`config.mk`:
```
export PLATFORM = sky130hd
export DESIGN_NAME = controlador_ascensor_flat
export DESIGN_NICKNAME = d
export VERILOG_FILES = /design/src/rtl/controlador_ascensor_pkg.sv /design/src/rtl/controlador_ascensor_if.sv /design/src/rtl/controlador_ascensor_contador_tiempo.sv /design/src/rtl/controlador_ascensor.sv /design/src/flat_wrapper.sv
export SDC_FILE = /design/constraint.sdc
export NUM_CORES = 1
export LEC_CHECK = 0
export ABC_AREA = 1
export BUFFER_PORTS_ARGS = -buffer_cell sky130_fd_sc_hd__buf_2
export CAP_MARGIN = 20
export CORE_UTILIZATION = 50
export DETAILED_ROUTE_END_ITERATION = 16
export GPL_TIMING_DRIVEN = 0
export PLACE_DENSITY = 0.67
export SLEW_MARGIN = 15
export SYNTH_ARGS = -nofsm -noshare
export SYNTH_HDL_FRONTEND = slang
export SYNTH_SLANG_ARGS = --single-unit
```
`constraint.sdc`:
```
create_clock -name clk -period 3.9 [get_ports clk]
set_clock_uncertainty 0.1 [all_clocks]
set_input_delay 0.585 -clock clk [delete_from_list [all_inputs] [get_ports clk]]
set_output_delay 0.585 -clock clk [all_outputs]
set_load 0.01 [all_outputs]
```
`src/rtl/controlador_ascensor_pkg.sv`:
```
// Shared types and helpers for the single-car elevator controller.
package ascensor_pkg;

  localparam int NUM_PISOS = 4;

  localparam logic [1:0] DIR_PARADO = 2'b00;
  localparam logic [1:0] DIR_SUBE   = 2'b01;
  localparam logic [1:0] DIR_BAJA   = 2'b10;

  typedef enum logic [1:0] {
    REPOSO   = 2'd0,
    SUBIENDO = 2'd1,
    BAJANDO  = 2'd2,
    PUERTAS  = 2'd3
  } estado_t;

  function automatic logic hay_arriba(input logic [NUM_PISOS-1:0] mascara, input logic [1:0] piso);
    logic r;
    r = 1'b0;
    for (int i = 0; i < NUM_PISOS; i++) begin
      r = r | (mascara[i] & (i > int'(piso)));
    end
    return r;
  endfunction

  function automatic logic hay_abajo(input logic [NUM_PISOS-1:0] mascara, input logic [1:0] piso);
    logic r;
    r = 1'b0;
    for (int i = 0; i < NUM_PISOS; i++) begin
      r = r | (mascara[i] & (i < int'(piso)));
    end
    return r;
  endfunction

  function automatic logic [NUM_PISOS-1:0] un_piso(input logic [1:0] piso);
    return 4'b0001 << piso;
  endfunction

endpackage

```
`src/rtl/controlador_ascensor_if.sv`:
```
// Request and car-state signals between the controller and its consumers.
interface controlador_ascensor_if;
  logic [3:0] solicitud;
  logic [1:0] piso;
  logic [1:0] direccion;
  logic       puertas_abiertas;
  logic [3:0] pendientes;

  modport master (
    output solicitud,
    input  piso, direccion, puertas_abiertas, pendientes
  );

  modport slave (
    input  solicitud,
    output piso, direccion, puertas_abiertas, pendientes
  );
endinterface

```
`src/rtl/controlador_ascensor_contador_tiempo.sv`:
```
// Loadable down-counter; expira pulses for one cycle on the last count.
module contador_tiempo #(
  parameter int ANCHO = 8
) (
  input  logic             clk,
  input  logic             rst,
  input  logic             carga,
  input  logic [ANCHO-1:0] valor,
  output logic             expira
);

  logic [ANCHO-1:0] cuenta_r;

  // Count down to zero, reloading on request.
  always_ff @(posedge clk) begin
    if (rst) begin
      cuenta_r <= '0;
    end else if (carga) begin
      cuenta_r <= valor;
    end else if (cuenta_r != '0) begin
      cuenta_r <= cuenta_r - ANCHO'(1);
    end else begin
      cuenta_r <= cuenta_r;
    end
  end

  assign expira = (cuenta_r == ANCHO'(1));

endmodule

```
`src/rtl/controlador_ascensor.sv`:
```
// Collective-service elevator FSM: sweeps in one direction while requests remain ahead.
module controlador_ascensor
  import ascensor_pkg::*;
#(
  parameter int T_VIAJE  = 50_000_000,
  parameter int T_PUERTA = 100_000_000
) (
  input logic                    clk,
  input logic                    rst,
  controlador_ascensor_if.slave  bus
);

  localparam int T_MAX = (T_VIAJE > T_PUERTA) ? T_VIAJE : T_PUERTA;
  localparam int TW    = $clog2(T_MAX + 1);
  localparam logic [TW-1:0] CARGA_VIAJE  = TW'(T_VIAJE);
  localparam logic [TW-1:0] CARGA_PUERTA = TW'(T_PUERTA);

  estado_t        estado_r, estado_sig_s;
  logic [1:0]     piso_r, piso_sig_s, piso_llegada_s, piso_base_s;
  logic [1:0]     direccion_r;
  logic           puertas_r;
  logic           sentido_r, sentido_sig_s;
  logic [3:0]     pendientes_r, pend_sig_s, limpiar_s, ignorar_s;
  logic [3:0]     solicitud_s;
  logic           carga_s, expira_s;
  logic [TW-1:0]  valor_s;
  logic           arriba_s, abajo_s, subir_s, bajar_s;

  contador_tiempo #(.ANCHO(TW)) u_tiempo (
    .clk    (clk),
    .rst    (rst),
    .carga  (carga_s),
    .valor  (valor_s),
    .expira (expira_s)
  );

  assign solicitud_s    = bus.solicitud;
  assign piso_llegada_s = (estado_r == BAJANDO) ? (piso_r - 2'd1) : (piso_r + 2'd1);
  // While moving, decisions are taken relative to the floor being reached this edge.
  assign piso_base_s    = ((estado_r == SUBIENDO) || (estado_r == BAJANDO)) ? piso_llegada_s : piso_r;
  assign arriba_s       = hay_arriba(pendientes_r, piso_base_s);
  assign abajo_s        = hay_abajo(pendientes_r, piso_base_s);
  assign subir_s        = arriba_s & (sentido_r | ~abajo_s);
  assign bajar_s        = abajo_s & ~subir_s;
  assign pend_sig_s     = (pendientes_r | solicitud_s) & ~ignorar_s & ~limpiar_s;

  // Next-state, timer load and pending-mask updates.
  always_comb begin
    estado_sig_s  = estado_r;
    piso_sig_s    = piso_r;
    sentido_sig_s = sentido_r;
    carga_s       = 1'b0;
    valor_s       = CARGA_VIAJE;
    limpiar_s     = 4'b0000;
    ignorar_s     = 4'b0000;
    case (estado_r)
      REPOSO: begin
        if (pendientes_r[piso_r]) begin
          estado_sig_s = PUERTAS;
          carga_s      = 1'b1;
          valor_s      = CARGA_PUERTA;
          limpiar_s    = un_piso(piso_r);
        end else if (arriba_s) begin
          estado_sig_s  = SUBIENDO;
          sentido_sig_s = 1'b1;
          carga_s       = 1'b1;
        end else if (abajo_s) begin
          estado_sig_s  = BAJANDO;
          sentido_sig_s = 1'b0;
          carga_s       = 1'b1;
        end else begin
          estado_sig_s = REPOSO;
        end
      end
      SUBIENDO, BAJANDO: begin
        if (expira_s) begin
          piso_sig_s = piso_llegada_s;
          carga_s    = 1'b1;
          if (pendientes_r[piso_llegada_s]) begin
            estado_sig_s = PUERTAS;
            valor_s      = CARGA_PUERTA;
            limpiar_s    = un_piso(piso_llegada_s);
          end else if (subir_s) begin
            estado_sig_s  = SUBIENDO;
            sentido_sig_s = 1'b1;
          end else if (bajar_s) begin
            estado_sig_s  = BAJANDO;
            sentido_sig_s = 1'b0;
          end else begin
            estado_sig_s = REPOSO;
            carga_s      = 1'b0;
          end
        end else begin
          estado_sig_s = estado_r;
        end
      end
      PUERTAS: begin
        // A call for the open floor only keeps the doors open longer.
        ignorar_s = un_piso(piso_r);
        if (solicitud_s[piso_r]) begin
          carga_s = 1'b1;
          valor_s = CARGA_PUERTA;
        end else if (expira_s) begin
          if (subir_s) begin
            estado_sig_s  = SUBIENDO;
            sentido_sig_s = 1'b1;
            carga_s       = 1'b1;
          end else if (bajar_s) begin
            estado_sig_s  = BAJANDO;
            sentido_sig_s = 1'b0;
            carga_s       = 1'b1;
          end else begin
            estado_sig_s = REPOSO;
          end
        end else begin
          estado_sig_s = PUERTAS;
        end
      end
      default: begin
        estado_sig_s = REPOSO;
      end
    endcase
  end

  // State and registered car outputs.
  always_ff @(posedge clk) begin
    if (rst) begin
      estado_r     <= REPOSO;
      piso_r       <= 2'd0;
      sentido_r    <= 1'b1;
      pendientes_r <= 4'b0000;
      puertas_r    <= 1'b0;
      direccion_r  <= DIR_PARADO;
    end else begin
      estado_r     <= estado_sig_s;
      piso_r       <= piso_sig_s;
      sentido_r    <= sentido_sig_s;
      pendientes_r <= pend_sig_s;
      puertas_r    <= (estado_sig_s == PUERTAS);
      case (estado_sig_s)
        SUBIENDO: direccion_r <= DIR_SUBE;
        BAJANDO:  direccion_r <= DIR_BAJA;
        default:  direccion_r <= DIR_PARADO;
      endcase
    end
  end

  assign bus.piso             = piso_r;
  assign bus.direccion        = direccion_r;
  assign bus.puertas_abiertas = puertas_r;
  assign bus.pendientes       = pendientes_r;

endmodule

```
`src/flat_wrapper.sv`:
```
// flat-port wrapper written by rule: the top's interface ports become plain ports
module controlador_ascensor_flat import ascensor_pkg::*;
#(
  parameter int T_VIAJE  = 50_000_000,
  parameter int T_PUERTA = 100_000_000
)
  (clk, rst, bus_solicitud, bus_piso, bus_direccion, bus_puertas_abiertas, bus_pendientes);
  controlador_ascensor_if bus_i ();
  input logic clk;
  input logic rst;
  input wire logic [$bits(bus_i.solicitud)-1:0] bus_solicitud;
  output wire logic [$bits(bus_i.piso)-1:0] bus_piso;
  output wire logic [$bits(bus_i.direccion)-1:0] bus_direccion;
  output wire logic [$bits(bus_i.puertas_abiertas)-1:0] bus_puertas_abiertas;
  output wire logic [$bits(bus_i.pendientes)-1:0] bus_pendientes;
  assign bus_i.solicitud = bus_solicitud;
  assign bus_piso = bus_i.piso;
  assign bus_direccion = bus_i.direccion;
  assign bus_puertas_abiertas = bus_i.puertas_abiertas;
  assign bus_pendientes = bus_i.pendientes;
  controlador_ascensor #(.T_VIAJE(T_VIAJE), .T_PUERTA(T_PUERTA)) u_core (.clk(clk), .rst(rst), .bus(bus_i));
endmodule
```
======== Yosys cells after proc, flatten, opt, wreduce, memory -nomap -nowiden ========
Index checks and enable logic that the tools add are counted.
operators by class
  add/sub/neg operators ................... 3
  multiplexer cells ....................... 51
  multipliers ............................. 0
  div/mod/pow operators ................... 0
  shift operators ......................... 2
  bitwise operators ....................... 20
  reduce and logical (&&, ||, !) cells .... 7
  order comparisons ....................... 8
  equal/unequal tests ..................... 13
operators with widths
  cell                                                                           count
  27-bit 2-to-1 mux                                                              6
  27-bit one-hot mux with 3 select lines                                         1
  27-bit by 1-bit equality test with 1-bit output (second input constant)        1
  27-bit nonzero test                                                            1
  27-bit by 1-bit subtractor with 27-bit output (second input constant)          1
  2-bit 2-to-1 mux                                                               11
  1-bit 2-to-1 mux                                                               21
  4-bit 2-to-1 mux                                                               4
  1-bit AND                                                                      8
  4-bit AND                                                                      2
  2-bit equality test (second input constant)                                    4
  4-bit NOT                                                                      2
  4-bit one-hot mux with 2 select lines                                          1
  1-bit by 2-bit left shift with 4-bit output (first input constant)             2
  1-bit binary-select mux with 2-bit select                                      3
  2-bit by 3-bit less-than comparator with 1-bit output (second input constant)  2
  2-bit inequality test (second input constant)                                  3
  1-bit one-hot mux with 3 select lines                                          2
  2-bit one-hot mux with 3 select lines                                          1
  6-bit AND reduction                                                            1
  1-bit bitwise OR                                                               5
  2-bit by 1-bit equality test with 1-bit output (second input constant)         2
  2-bit greater-than comparator (first input constant)                           2
  1-bit by 2-bit less-than comparator with 1-bit output (first input constant)   2
  14 further kinds                                                               16
storage, ports and cells
  bits of input ports ..................... 6
  bits in writable memories ............... 0
  bits in registers ....................... 39
  latch bits .............................. 0
  bits in read-only memories .............. 0
  word-level logic and storage cells ...... 111
  memories ................................ 0
  output and inout port bits .............. 9

======== Depth between registers and ports, before layout ========
Gate-level depths: netlist (run 1).
  depth after elaboration ................. 19
  gate-level depth with buffers ........... 19
  depth with buffers taken out ............ 18

======== Cells and area by module ========
Synthesis (run 1) repeated with hierarchy kept, for this count alone.
second synthesis, totals
  cell total of the unflattened synthesis .. 503
  area total of the unflattened synthesis .. 3000.4 µm²
modules (own cells, without submodules)
  module                cells each  instances  seq. area each (µm²)  area an instance (µm²)
  contador_tiempo       330         1          540.5                 1928.1
  controlador_ascensor  173         1          240.2                 1072.3

======== Worst setup path after synthesis (run 1) ========
No wires, ideal clock.
  path type ............................... flip-flop to flip-flop
  start point ............................. reg u_core.estado_r[0]
  end point ............................... reg u_core.u_tiempo.cuenta_r[20]
  stages on the path, launching flop included .. 19
  period minus slack after synthesis ...... 2502 ps
  arrival ................................. 2293 ps
  library setup time ...................... 109 ps
  required time ........................... 3691 ps
  setup slack ............................. 1398 ps
  path buffers ............................ 1
  path through ............................ dfxtp_1 -> inv_1 -> ha_1 -> xnor2_1 -> inv_1 -> ha_1 -> nand2_1 -> o21ai_2 -> o21ai_0 -> nand3_2 -> nor2_4 -> inv_1 -> nand3_4 -> nand2_8 -> inv_6 -> buf_8 -> nand3_1 -> nand2_1 -> inv_1
between the ends
  longest elaborated chain between the ends .. 18
  elaborated cells on any way between the ends .. 44
  classes of those cells .................. 6 x order compare; 3 x eq/ne; 16 x mux; 15 x bitwise; 4 x reduce/logical
RTL lines
  element                                                                                RTL line                                                                            source
  start, declared                                                                        controlador_ascensor.sv:18                                                          estado_t estado_r, estado_sig_s;
  start signal, assigned                                                                 controlador_ascensor.sv:135                                                         estado_r <= estado_sig_s;
  2-bit equality test or 2-bit by 1-bit equality test with 1-bit output (tied branches)  controlador_ascensor.sv:38, controlador_ascensor.sv:40, controlador_ascensor.sv:56
  2-bit 2-to-1 mux or 1-bit logical OR (tied branches)                                   controlador_ascensor.sv:38, controlador_ascensor.sv:40
  2-bit 2-to-1 mux                                                                       controlador_ascensor.sv:40                                                          assign piso_base_s = ((estado_r == SUBIENDO) || (estado_r == BAJANDO)) ? piso_llegada_s : piso_r;
  1-bit by 2-bit less-than comparator with 1-bit output                                  controlador_ascensor_pkg.sv:30                                                      r = r | (mascara[i] & (i < int'(piso)));
  1-bit AND                                                                              controlador_ascensor_pkg.sv:30
  1-bit bitwise OR (2 in a row)                                                          controlador_ascensor_pkg.sv:30
  1-bit NOT                                                                              controlador_ascensor.sv:43                                                          assign subir_s = arriba_s & (sentido_r | ~abajo_s);
  1-bit bitwise OR                                                                       controlador_ascensor.sv:43
  1-bit AND                                                                              controlador_ascensor.sv:43
  1-bit NOT                                                                              controlador_ascensor.sv:44                                                          assign bajar_s = abajo_s & ~subir_s;
  1-bit AND                                                                              controlador_ascensor.sv:44
  1-bit 2-to-1 mux                                                                       controlador_ascensor.sv:86, controlador_ascensor.sv:108
  1-bit 2-to-1 mux                                                                       controlador_ascensor.sv:104                                                         if (subir_s) begin
  1-bit 2-to-1 mux (on tied branches)                                                    controlador_ascensor.sv:103, controlador_ascensor.sv:79
  1-bit 2-to-1 mux (on tied branches)                                                    controlador_ascensor.sv:100, controlador_ascensor.sv:76
  1-bit one-hot mux with 3 select lines                                                  controlador_ascensor.sv:56                                                          case (estado_r)
  27-bit 2-to-1 mux or 2-bit nonzero test (tied branches)                                n/a
  end signal, assigned                                                                   controlador_ascensor_contador_tiempo.sv:19                                          cuenta_r <= valor;
  end signal, assigned                                                                   controlador_ascensor_contador_tiempo.sv:21                                          cuenta_r <= cuenta_r - ANCHO'(1);
  end signal, assigned                                                                   controlador_ascensor_contador_tiempo.sv:23                                          cuenta_r <= cuenta_r;
  end, declared                                                                          controlador_ascensor_contador_tiempo.sv:12                                          logic [ANCHO-1:0] cuenta_r;
Several ways; a longest one is shown, not always the timed one. The select of a mux whose other input is x is not followed.
A chain may end at the register's enable or synchronous reset.

======== Final worst setup path (run 1) ========
Ends and elaborated chain as after synthesis.

==> summary.txt, run 1 <==
Critical path
  – WP data arrival: 3.01 ns
  – Crit path largest cell delay: 0.37 ns
  – Slowest cell on crit path: dfxtp_1
  – CP Buf/Inv Count: 5
  – CP Max Fanout: 10
  – Worst-path cell chain: inv_1, ha_1, xnor2_1, inv_1, ha_1, nand2_1, o21ai_2, o21ai_0, nand3_2, nor2_4, nand2_2, nand2_4, nand2_8, inv_6, buf_8, nand3_1, nand2_1, inv_1
  – Critical path type: flop to flop
  – Crit start category: flop
  – Critical path capture point type: flop
  – Critical path's most frequent cell: inv_1
  – Family with the most delay on the worst path: simple AND/OR/NAND/NOR gates
  – Worst Path Required: 3.99 ns

Drt
  – Vias: 2673
  – Wire per inst: 13.0 um
  – Routed WL: 6620 um
  – Vias per cell: 5.25
  – Post-DRT Antenna Nets: 0
  – Drt first pass iters: 5
  – Starting DRC count in detailed routing: 205
  – # DRC: 0

Cells and area
  – Layout net count: 454
  – Reg area: 781 um2
  – Layout area overhead: 9.44%
  – Multi-input logic area: 1710 um2
  – Layout cell share with drive strength beyond 1: 0.155
  – Most frequent cells in the layout: 98 x nand2_1, 57 x inv_1, 48 x nor2_1
  – Final instance area: 3030 um2
  – Antenna fix cells: 0
  – Fillers: 543
  – Commonest non-fill, non-tap cell in the layout: nand2_1
  – Non-Filler Instances: 509

Placement
  – Gpl congestion: 0.906
  – HPWL Detailed: 5210 um
  – Cell Count Post-Placement: 501
  – Post-Place Cell Area: 2930 um2
  – Port Buffers: 14

Clocking
  – Clock sink count: 39
  – CTS resizes: 0
  – Cts hold-fix bufs: 0
  – Htree depth: 2
  – Cts bufs inserted: 5
  – Root buf cell: clkbuf_8
  – Clk Latency, worst-skew pair: 0.29 ns
  – Buffer count from post-CTS setup fixing: 0
  – Clk buf depth: 2
  – Clock-pin transition on the worst setup and hold timing paths: 0.08 ns
  – Clock tree from TritonCTS: done

Floorplan
  – # rows: 26
  – Die Area: 5840 um2
  – Initial Util: 0.529
  – Die Y: 76.5 um
  – Core area: 5240 um2
  – Die Span X: 76.5 um
  – # IOs: 15

Pwr
  – Peak supply drop: 0.000452 V
  – Cell area power density: 860 nW/um2
  – Design Power: 2.61 mW
  – Leak: 1.48 nW

STA
  – Post-Route Setup TNS: 0 ns
  – Worst-margin pin slew: 0.829 ns
  – Hold Violations, Final: 0
  – Min cycle time layout: 2.92 ns
  – Hold Slack: 0.395 ns
  – Fin. max-slew vios: 0
  – Relative slew slack: 0.443
  – Setup-failing EPs final: 0
  – Fmax: 343 MHz
  – Final period util: 0.748
  – RSZ-0062 raised after global routing: no

Global route
  – GR Layer Usage met1: 0.345
  – Largest net degree at the start of global routing: 13
  – Gr usage total: 0.244
  – Initial antenna violation count: 0
  – GRT Max-Usage Layer: met2
  – Overflow after GRT: 0
  – M3 GR Usage: 0.0467
  – Vias in the first global route: 2436
  – First-pass GRT wire length: 11400 um
  – GRT met2 Usage: 0.364

Synth
  – Synth top area cells: dfxtp_1 28%, nand2_1 13%, inv_1 7.7%, nor2_1 6.5%, xor2_1 4.7%
  – Cell taking the most area after synthesis: dfxtp_1
  – Post-synth top area share: 0.282
  – Post-Syn Area per Cell: 6.65 um2
  – Synth Register Bits: 39
  – Yosys Warn Count: 0
  – Count of different cell masters after synthesis: 37
  – Cells after synthesis: 417
  – Mapped Nets: 433
  – Post-Syn Area: 2770 um2
  – Sequential area share after synthesis: 0.282

Run
  – Maxcap violations: 0

Hold path
  – Worst min path class: flop to flop

Outcome
  – Status: finished, final reports clean
[stage by stage]
step	setup slack (ns)	utilization
after floorplan	1.40	-
after global placement	1.07	0.559
after detailed placement	1.01	0.559
after CTS	0.980	0.579
after global routing	0.713	0.579
final	0.981	0.579
[synthesized netlist by cell type]
cell      instances
or2_1             1
buf_6             1
buf_2             2
nand3_2           2
nor3_1           10
nand3_4           1
xnor2_1           3
o21ai_0          15
nand4_1          14
a21oi_2           3
nand3_1          26
buf_8             1
o21ai_2           1
nor4_1            5
nor2_1           48
o211ai_1          4
clkbuf_1          1
and2_1            1
a21oi_1          19
buf_4             1
nor2_2            4
nand2_2          13
o21bai_4          1
nand2_1          98
o22ai_1           4
ha_1             10
o22ai_2           2
dfxtp_1          39
nand2_8           1
inv_2             3
xor2_1           15
inv_6             1
inv_1            57
nand2_4           2
nor2_4            5
nand3b_1          1
or2_2             2
[final cells by class]
cell class	instances	area share
Multi-Input combinational cell	311	0.564
Sequential cell	39	0.257
Inverter	61	0.0771
Clock buffer	7	0.0318
Tap cell	70	0.0289
Timing Repair Buffer	14	0.0231
Buffer	6	0.0157
Clock inverter	1	0.00248
[path summary, 6_finish.rpt]
check / startpoint / to / slack [ns] / depth (start not counted)
worst min register to register: u_core.u_tiempo.cuenta_r[1] / u_core.u_tiempo.cuenta_r[1] / 0.39 / 2
worst min-delay path: u_core.u_tiempo.cuenta_r[1] / u_core.u_tiempo.cuenta_r[1] / 0.39 / 2
worst max register to register: u_core.estado_r[0] / u_core.u_tiempo.cuenta_r[20] / 0.98 / 18
worst max-delay path: u_core.estado_r[0] / u_core.u_tiempo.cuenta_r[20] / 0.98 / 18
[worst min-delay path: stages (launching register included)]
cell	delay, ns
dfxtp_1	0.33
nand2_1	0.06
a21oi_1	0.06
[routing by layer]
layer  vias up  part of all wire
met5         -                 0
met4         0             0.018
met3        13             0.040
met2        68              0.43
met1      1217              0.51
li1       1375                 -
[logic make-up (layout without fill, tap and decap cells)]
kind of cell | after synthesis | in the layout | share of synthesized area
compound gates | 49 | 49 | 0.110
xor+xnor | 18 | 18 | 0.0569
fa+ha+maj | 10 | 10 | 0.0451
buf+inv | 67 | 89 | 0.102
flops | 39 | 39 | 0.282
simple gates | 234 | 234 | 0.405
[where the power goes]
part	total (mW)	leakage [nW]	internal [mW]	switching, mW
registers	0.680	0.323	0.552	0.128
clock network	0.311	0.0505	0.161	0.150
logic	1.62	1.11	0.564	1.05
total	2.61	1.48	1.28	1.33
[flip-flops by register name, indices dropped and copies added, names as in the netlist]
| name | cells |
|---|---|
| u_core.bus.direccion | 2 |
| u_core.bus.pendientes | 4 |
| u_core.u_tiempo.cuenta_r | 27 |
| u_core.bus.puertas_abiertas | 1 |
| u_core.bus.piso | 2 |
| u_core.sentido_r | 1 |
| u_core.estado_r | 2 |
(Power assumes the default switching activity.)
==> run 2, diff against run 1 <==
--- a/config.mk
+++ b/config.mk
@@ -11,7 +11,7 @@
 export CORE_UTILIZATION = 50
 export DETAILED_ROUTE_END_ITERATION = 16
 export GPL_TIMING_DRIVEN = 0
-export PLACE_DENSITY = 0.67
+export PLACE_DENSITY = 0.7
 export SLEW_MARGIN = 15
 export SYNTH_ARGS = -nofsm -noshare
 export SYNTH_HDL_FRONTEND = slang
==> constraint.sdc (replaced) <==
create_clock -name clk -period 2.5 [get_ports clk]
set_clock_uncertainty 0.1 [all_clocks]
set_input_delay 0.375 -clock clk [delete_from_list [all_inputs] [get_ports clk]]
set_output_delay 0.375 -clock clk [all_outputs]
set_load 0.01 [all_outputs]
==> run 2 against run 1 <==
Hold slack lost 0.16 ns. Register-to-register slack worse by 0.93 ns. Die area stayed put. Total power rose by 83%. Count of clock-buffer cells in the layout is 1 higher. Via count increased by 8.4%. Sequential cell count unchanged. Global-route usage up 2.0 points. Worst setup slack got worse by 0.93 ns. Final area up 14%. Sequential share of layout area down 3.1 points. Largest cell class unchanged.
==> summary.txt, run 2 (synthesis results as in run 1) <==
Clocking
  – Clock-pin transition on the worst setup and hold timing paths: 0.07 ns (about the same)
  – Clk buf depth: 2 (unchanged)
  – Root buf cell: clkbuf_8
  – Clock sink count: 39 (unchanged)
  – Cts bufs inserted: 5 (unchanged)
  – Cts hold-fix bufs: 0 (unchanged)
  – Htree depth: 2 (unchanged)
  – Clock tree from TritonCTS: done
  – Clk Latency, worst-skew pair: 0.30 ns (about the same)

Cells and area
  – Fillers: 472 (-13%)
  – Layout cell share with drive strength beyond 1: 0.268 (+0.113)
  – Most frequent cells in the layout: 91 x nand2_1, 54 x inv_1, 47 x nor2_1
  – Reg area: 785 um2 (+0.48%)
  – Reg with most FFs: u_core.u_tiempo.cuenta_r
  – Largest register FFs: 27 (unchanged)
  – Non-Filler Instances: 536 (+5.3%)
  – Layout net count: 481 (+5.9%)
  – Commonest non-fill, non-tap cell in the layout: nand2_1
  – Antenna fix cells: 0 (unchanged)
  – Multi-input logic area: 1910 um2 (+12%)
  – Utilization after layout: 0.662 (+0.0834)
  – Final instance area: 3470 um2 (+14%)
  – Layout area overhead: 25.2%

Drt
  – Vias: 2898 (+8.4%)
  – Routed WL: 7600 um (+15%)
  – Post-DRT Antenna Nets: 0 (unchanged)
  – Vias per cell: 5.41 (+3.0%)
  – Wire per inst: 14.2 um (+9.1%)
  – Drt first pass iters: 5 (unchanged)
  – Starting DRC count in detailed routing: 200 (-2.4%)
  – # DRC: 0 (unchanged)

Hold path
  – Worst min path class: input port to flop
  – Worst Hold Path EP: u_core.u_tiempo.cuenta_r[5]
  – Worst hold stages: 2 (unchanged)
  – Min-delay src: rst

STA
  – Final period util: 0.979 (+0.230)
  – Post-Route Setup TNS: 0 ns (unchanged)
  – Fin. max-slew vios: 0 (unchanged)
  – Hold Violations, Final: 0 (unchanged)
  – Post-layout worst setup margin: 0.0537 ns (-0.928 ns)
  – Setup-failing EPs final: 0 (unchanged)
  – RSZ-0062 raised after global routing: yes
  – Min cycle time layout: 2.45 ns (-0.472 ns)
  – Relative slew slack: 0.579 (+0.136)
  – Fmax: 409 MHz (+19%)
  – Hold Slack: 0.235 ns (-0.159 ns)
  – Worst-margin pin slew: 0.632 ns (-0.197 ns)

Global route
  – First-pass GRT wire length: 12200 um (+7.6%)
  – Initial antenna violation count: 0 (unchanged)
  – Largest net degree at the start of global routing: 12 (-1)
  – Vias in the first global route: 2706 (+11%)
  – Gr usage total: 0.264 (+0.0199)
  – Overflow after GRT: 0 (unchanged)

Placement
  – Gpl congestion: 0.912 (+0.61%)
  – Cell Count Post-Placement: 501 (unchanged)
  – Post-Place Cell Area: 2940 um2 (+0.26%)
  – Pre-CTS setup slack: -0.275 ns (-1.28 ns)
  – Port Buffers: 14 (unchanged)
  – HPWL Detailed: 5080 um (-2.6%)

Critical path
  – R2r worst-path depth: 16 (-2)
  – Crit start category: flop
  – Worst Path Required: 2.58 ns (-1.41 ns)
  – CP Max Fanout: 6 (-4)
  – R2R Path End: u_core.u_tiempo.cuenta_r[7]
  – R2r startpoint: u_core.estado_r[0]
  – Critical path type: flop to flop
  – Critical path capture point type: flop
  – WP data arrival: 2.53 ns (-0.48 ns)
  – R2r setup slk: 0.05 ns (-0.93 ns)

Floorplan
  – Die Area: 5840 um2 (unchanged)
  – Die Y: 76.5 um (unchanged)
  – # rows: 26 (unchanged)
  – Core area: 5240 um2 (unchanged)
  – Die Span X: 76.5 um (unchanged)
  – Initial Util: 0.529 (unchanged)
  – # IOs: 15 (unchanged)

Pwr
  – Design Power: 4.77 mW (+83%)
  – Sw Share: 0.494 (-0.0155)
  – Peak supply drop: 0.000915 V (+100%)
  – Net Switching: 2.36 mW (+77%)
  – Cell area power density: 1380 nW/um2 (+60%)
  – Comb pwr share: 0.676 (+0.056)
  – Seq pwr share: 0.224 (-0.037)
  – Power share of the clock group: 0.100 (-0.019)
  – Leak: 1.65 nW (+11%)
  – Int Pwr: 2.41 mW (+89%)

Run
  – Maxcap violations: 0 (unchanged)

Outcome
  – Status: finished, final reports clean
## run 2: cell count changes in the layout (fill, tap and decap cells not counted), moves of 3 or more
cell and change:
a21oi_2 +4, nor3_1 -3, ha_4 +4, nand3_2 +3, nand2_1 -7, a21oi_1 -4
buf_4 +23, ha_1 -4, nand2_4 +3, inv_1 -3, nand3_1 -3, dfxtp_1 -3
dfxtp_2 +3, nand2_2 +3
## run 2: worst max-delay path by stage
stage	start	endpoint	slack, ns	cells past startpoint
floorplan	u_core.estado_r[0]	u_core.u_tiempo.cuenta_r[20]	0.04	18
global placement	u_core.estado_r[0]	u_core.u_tiempo.cuenta_r[21]	-0.24	18
detailed placement	u_core.estado_r[0]	u_core.u_tiempo.cuenta_r[20]	-0.27	18
CTS	u_core.estado_r[0]	u_core.u_tiempo.cuenta_r[4]	0.003	18
global route	u_core.estado_r[0]	u_core.bus.direccion[1]	-0.08	17
finish	u_core.estado_r[0]	u_core.u_tiempo.cuenta_r[7]	0.05	16
## run 2: cell type report
type	instances	share of cell area
multi-input cells	312	0.550
clock buffers	8	0.0288
repair buffers	40	0.0855
flip-flops and latches	39	0.226
plain buffers	6	0.0144
inverters	61	0.0703
well taps	70	0.0252
## run 2: timing repair
item,4_1_cts,5_1_grt
gates cloned,1,1
pin swaps,7,16
endpoints found under the setup margin,33,33
buffers inserted,22,5
resized for setup,13,38
## run 2: metal layers
metal	part of all wire	wire length [um]	vias up	global-route usage
li1	-	-	1438	-
met1	0.45	3440	1312	0.336
met2	0.44	3370	117	0.410
met3	0.063	480	31	0.0515
met4	0.040	306	0	0.160
met5	0	0	-	0
## run 2: worst max-delay path, cell delays in order, from the launching register on
cell	delay (ns)
dfxtp_2	0.35
inv_4	0.05
ha_4	0.17
xnor2_4	0.15
inv_2	0.08
ha_4	0.29
nand2_4	0.05
o21ai_4	0.07
nand2_1	0.08
nand2_2	0.09
nand2_4	0.07
nor2_4	0.12
nand2_2	0.08
nand2_4	0.10
nand2_8	0.09
o21bai_2	0.30
a21oi_1	0.07
## run 2: power by group through the flow
stage / Clock (mW) / Sequential [mW] / Combinational, mW
5_1_grt: 0.505 / 1.11 / 3.57
6_report: 0.476 / 1.07 / 3.23
3_5_place_dp: 0 / 1.07 / 2.49
3_3_place_gp: 0 / 1.07 / 2.46
2_1_floorplan: 0 / 1.04 / 2.04
4_1_cts: 0.490 / 1.07 / 2.87
==> run 3, diff against run 2 <==
--- a/config.mk
+++ b/config.mk
@@ -12,6 +12,7 @@
 export DETAILED_ROUTE_END_ITERATION = 16
 export GPL_TIMING_DRIVEN = 0
 export PLACE_DENSITY = 0.7
+export RECOVER_POWER = 100
 export SLEW_MARGIN = 15
 export SYNTH_ARGS = -nofsm -noshare
 export SYNTH_HDL_FRONTEND = slang
==> run 3 against run 2 <==
Register-to-register slack is essentially flat. Sequential power barely moved. Die area unchanged. Sequential share of layout area hardly changed. First-iteration DRC count is the same. Largest cell class unchanged. Routed wire length is 0.17% lower. Cell count stayed put.
==> summary.txt, run 3 (synthesis results as in run 1) <==
Critical path
  – CP Max Fanout: 6 (unchanged)
  – R2r worst-path depth: 16 (unchanged)
  – Worst-path cell chain: inv_4, ha_4, xnor2_4, inv_2, ha_4, nand2_4, o21ai_4, nand2_1, nand2_2, nand2_4, nor2_4, nand2_2, nand2_4, nand2_8, o21bai_2, a21oi_1
  – Crit start category: flop
  – Family with the most delay on the worst path: simple AND/OR/NAND/NOR gates
  – Slowest cell on crit path: dfxtp_2
  – Critical path type: flop to flop
  – Critical path capture point type: flop
  – Crit path largest cell delay: 0.35 ns (about the same)
  – R2R Path End: u_core.u_tiempo.cuenta_r[7]
  – WP data arrival: 2.53 ns (about the same)
  – Worst Path Required: 2.58 ns (about the same)
  – R2r setup slk: 0.05 ns (about the same)
  – CP Buf/Inv Count: 2 (unchanged)
  – R2r startpoint: u_core.estado_r[0]
  – Critical path's most frequent cell: nand2_4

Outcome
  – Status: finished, final reports clean

Floorplan
  – # rows: 26 (unchanged)
  – Initial Util: 0.529 (unchanged)
  – Die Area: 5840 um2 (unchanged)
  – Core area: 5240 um2 (unchanged)
  – Die Y: 76.5 um (unchanged)
  – Die Span X: 76.5 um (unchanged)
  – # IOs: 15 (unchanged)

Clocking
  – Clock sink count: 39 (unchanged)
  – Clock-pin transition on the worst setup and hold timing paths: 0.07 ns (about the same)
  – Clock tree from TritonCTS: done
  – Cts hold-fix bufs: 0 (unchanged)
  – Htree depth: 2 (unchanged)
  – Clk buf depth: 2 (unchanged)
  – Root buf cell: clkbuf_8
  – Clk Latency, worst-skew pair: 0.30 ns (about the same)
  – Cts bufs inserted: 5 (unchanged)

STA
  – Min cycle time layout: 2.45 ns (-0.000677 ns)
  – Hold Violations, Final: 0 (unchanged)
  – Post-layout worst setup margin: 0.0544 ns (+0.000677 ns)
  – Fmax: 409 MHz (about the same)
  – Worst-margin pin slew: 0.632 ns (-0.000601 ns)
  – Setup-failing EPs final: 0 (unchanged)
  – Post-Route Setup TNS: 0 ns (unchanged)
  – Fin. max-slew vios: 0 (unchanged)
  – Final period util: 0.978 (about the same)
  – RSZ-0062 raised after global routing: yes
  – Relative slew slack: 0.579 (about the same)
  – Hold Slack: 0.235 ns (-0.000119 ns)

Cells and area
  – Largest register FFs: 27 (unchanged)
  – Fillers: 471 (-0.21%)
  – Utilization after layout: 0.661 (-0.00119)
  – Layout area overhead: 25.0%
  – Layout net count: 481 (unchanged)
  – Commonest non-fill, non-tap cell in the layout: nand2_1
  – Reg with most FFs: u_core.u_tiempo.cuenta_r
  – Layout cell share with drive strength beyond 1: 0.258 (-0.0107)
  – Most frequent cells in the layout: 91 x nand2_1, 54 x inv_1, 47 x nor2_1
  – Antenna fix cells: 0 (unchanged)

Drt
  – Vias per cell: 5.41 (+0.10%)
  – Wire per inst: 14.2 um (-0.17%)
  – Drt first pass iters: 5 (unchanged)
  – Routed WL: 7590 um (-0.17%)
  – Starting DRC count in detailed routing: 200 (unchanged)
  – Vias: 2901 (+0.10%)
  – Post-DRT Antenna Nets: 0 (unchanged)
  – # DRC: 0 (unchanged)

Global route
  – Initial antenna violation count: 0 (unchanged)
  – Gr usage total: 0.264 (unchanged)
  – Overflow after GRT: 0 (unchanged)
  – First-pass GRT wire length: 12200 um (unchanged)
  – Largest net degree at the start of global routing: 12 (unchanged)
  – Vias in the first global route: 2706 (unchanged)

Hold path
  – Worst min path class: input port to flop
  – Worst hold stages: 2 (unchanged)
  – Worst Hold Path EP: u_core.u_tiempo.cuenta_r[5]
  – Min-delay src: rst

Run
  – Maxcap violations: 0 (unchanged)

Placement
  – HPWL Detailed: 5080 um (unchanged)
  – Port Buffers: 14 (unchanged)
  – Gpl congestion: 0.912 (unchanged)
  – Pre-CTS setup slack: -0.275 ns (unchanged)

Pwr
  – Leak: 1.63 nW (-1.2%)
  – Cell area power density: 1380 nW/um2 (about the same)
  – Peak supply drop: 0.000915 V (about the same)
run 3: final cells by class:
class,count,area (um2),area share
Multi-Input combinational cell,312,1910,0.551
Sequential cell,39,785,0.227
Timing Repair Buffer,40,290,0.0838
Inverter,61,244,0.0704
Clock buffer,8,100,0.0289
Tap cell,70,87.6,0.0253
Buffer,6,50.0,0.0145
run 3: power breakdown:
| group | switching, mW | internal [mW] | total, mW |
|---|---|---|---|
| sequential | 0.204 | 0.865 | 1.07 |
| combinational | 1.93 | 1.29 | 3.22 |
| clock | 0.223 | 0.252 | 0.475 |
run 3: per-layer routing:
layer | global-route usage | routed length [um] | vias up
li1 | - | - | 1438
met1 | 0.336 | 3420 | 1315
met3 | 0.0515 | 493 | 31
met5 | 0 | 0 | -
met4 | 0.160 | 306 | 0
met2 | 0.410 | 3360 | 117
run 3: per-stage QoR:
stage	instances	power, mW	area, um2
6_report	536	4.77	3460
5_1_grt	536	5.17	3460
4_1_cts	532	4.42	3270
3_5_place_dp	501	3.56	2940
3_3_place_gp	501	3.53	2940
2_1_floorplan	417	3.08	2780
run 3: worst max-delay path by stage:
stage	cells past startpoint	slack (ns)	from	to
finish	16	0.05	u_core.estado_r[0]	u_core.u_tiempo.cuenta_r[7]
CTS	18	0.003	u_core.estado_r[0]	u_core.u_tiempo.cuenta_r[4]
global route	17	-0.08	u_core.estado_r[0]	u_core.bus.direccion[1]
global placement	18	-0.24	u_core.estado_r[0]	u_core.u_tiempo.cuenta_r[21]
floorplan	18	0.04	u_core.estado_r[0]	u_core.u_tiempo.cuenta_r[20]
detailed placement	18	-0.27	u_core.estado_r[0]	u_core.u_tiempo.cuenta_r[20]
run 3: timing repair:
action	in CTS	in global routing
endpoints found under the hold margin	0	0
endpoints found under the setup margin	33	33
gates cloned	1	1
buffers inserted	22	5
pin swaps	7	16
resized for setup	13	38
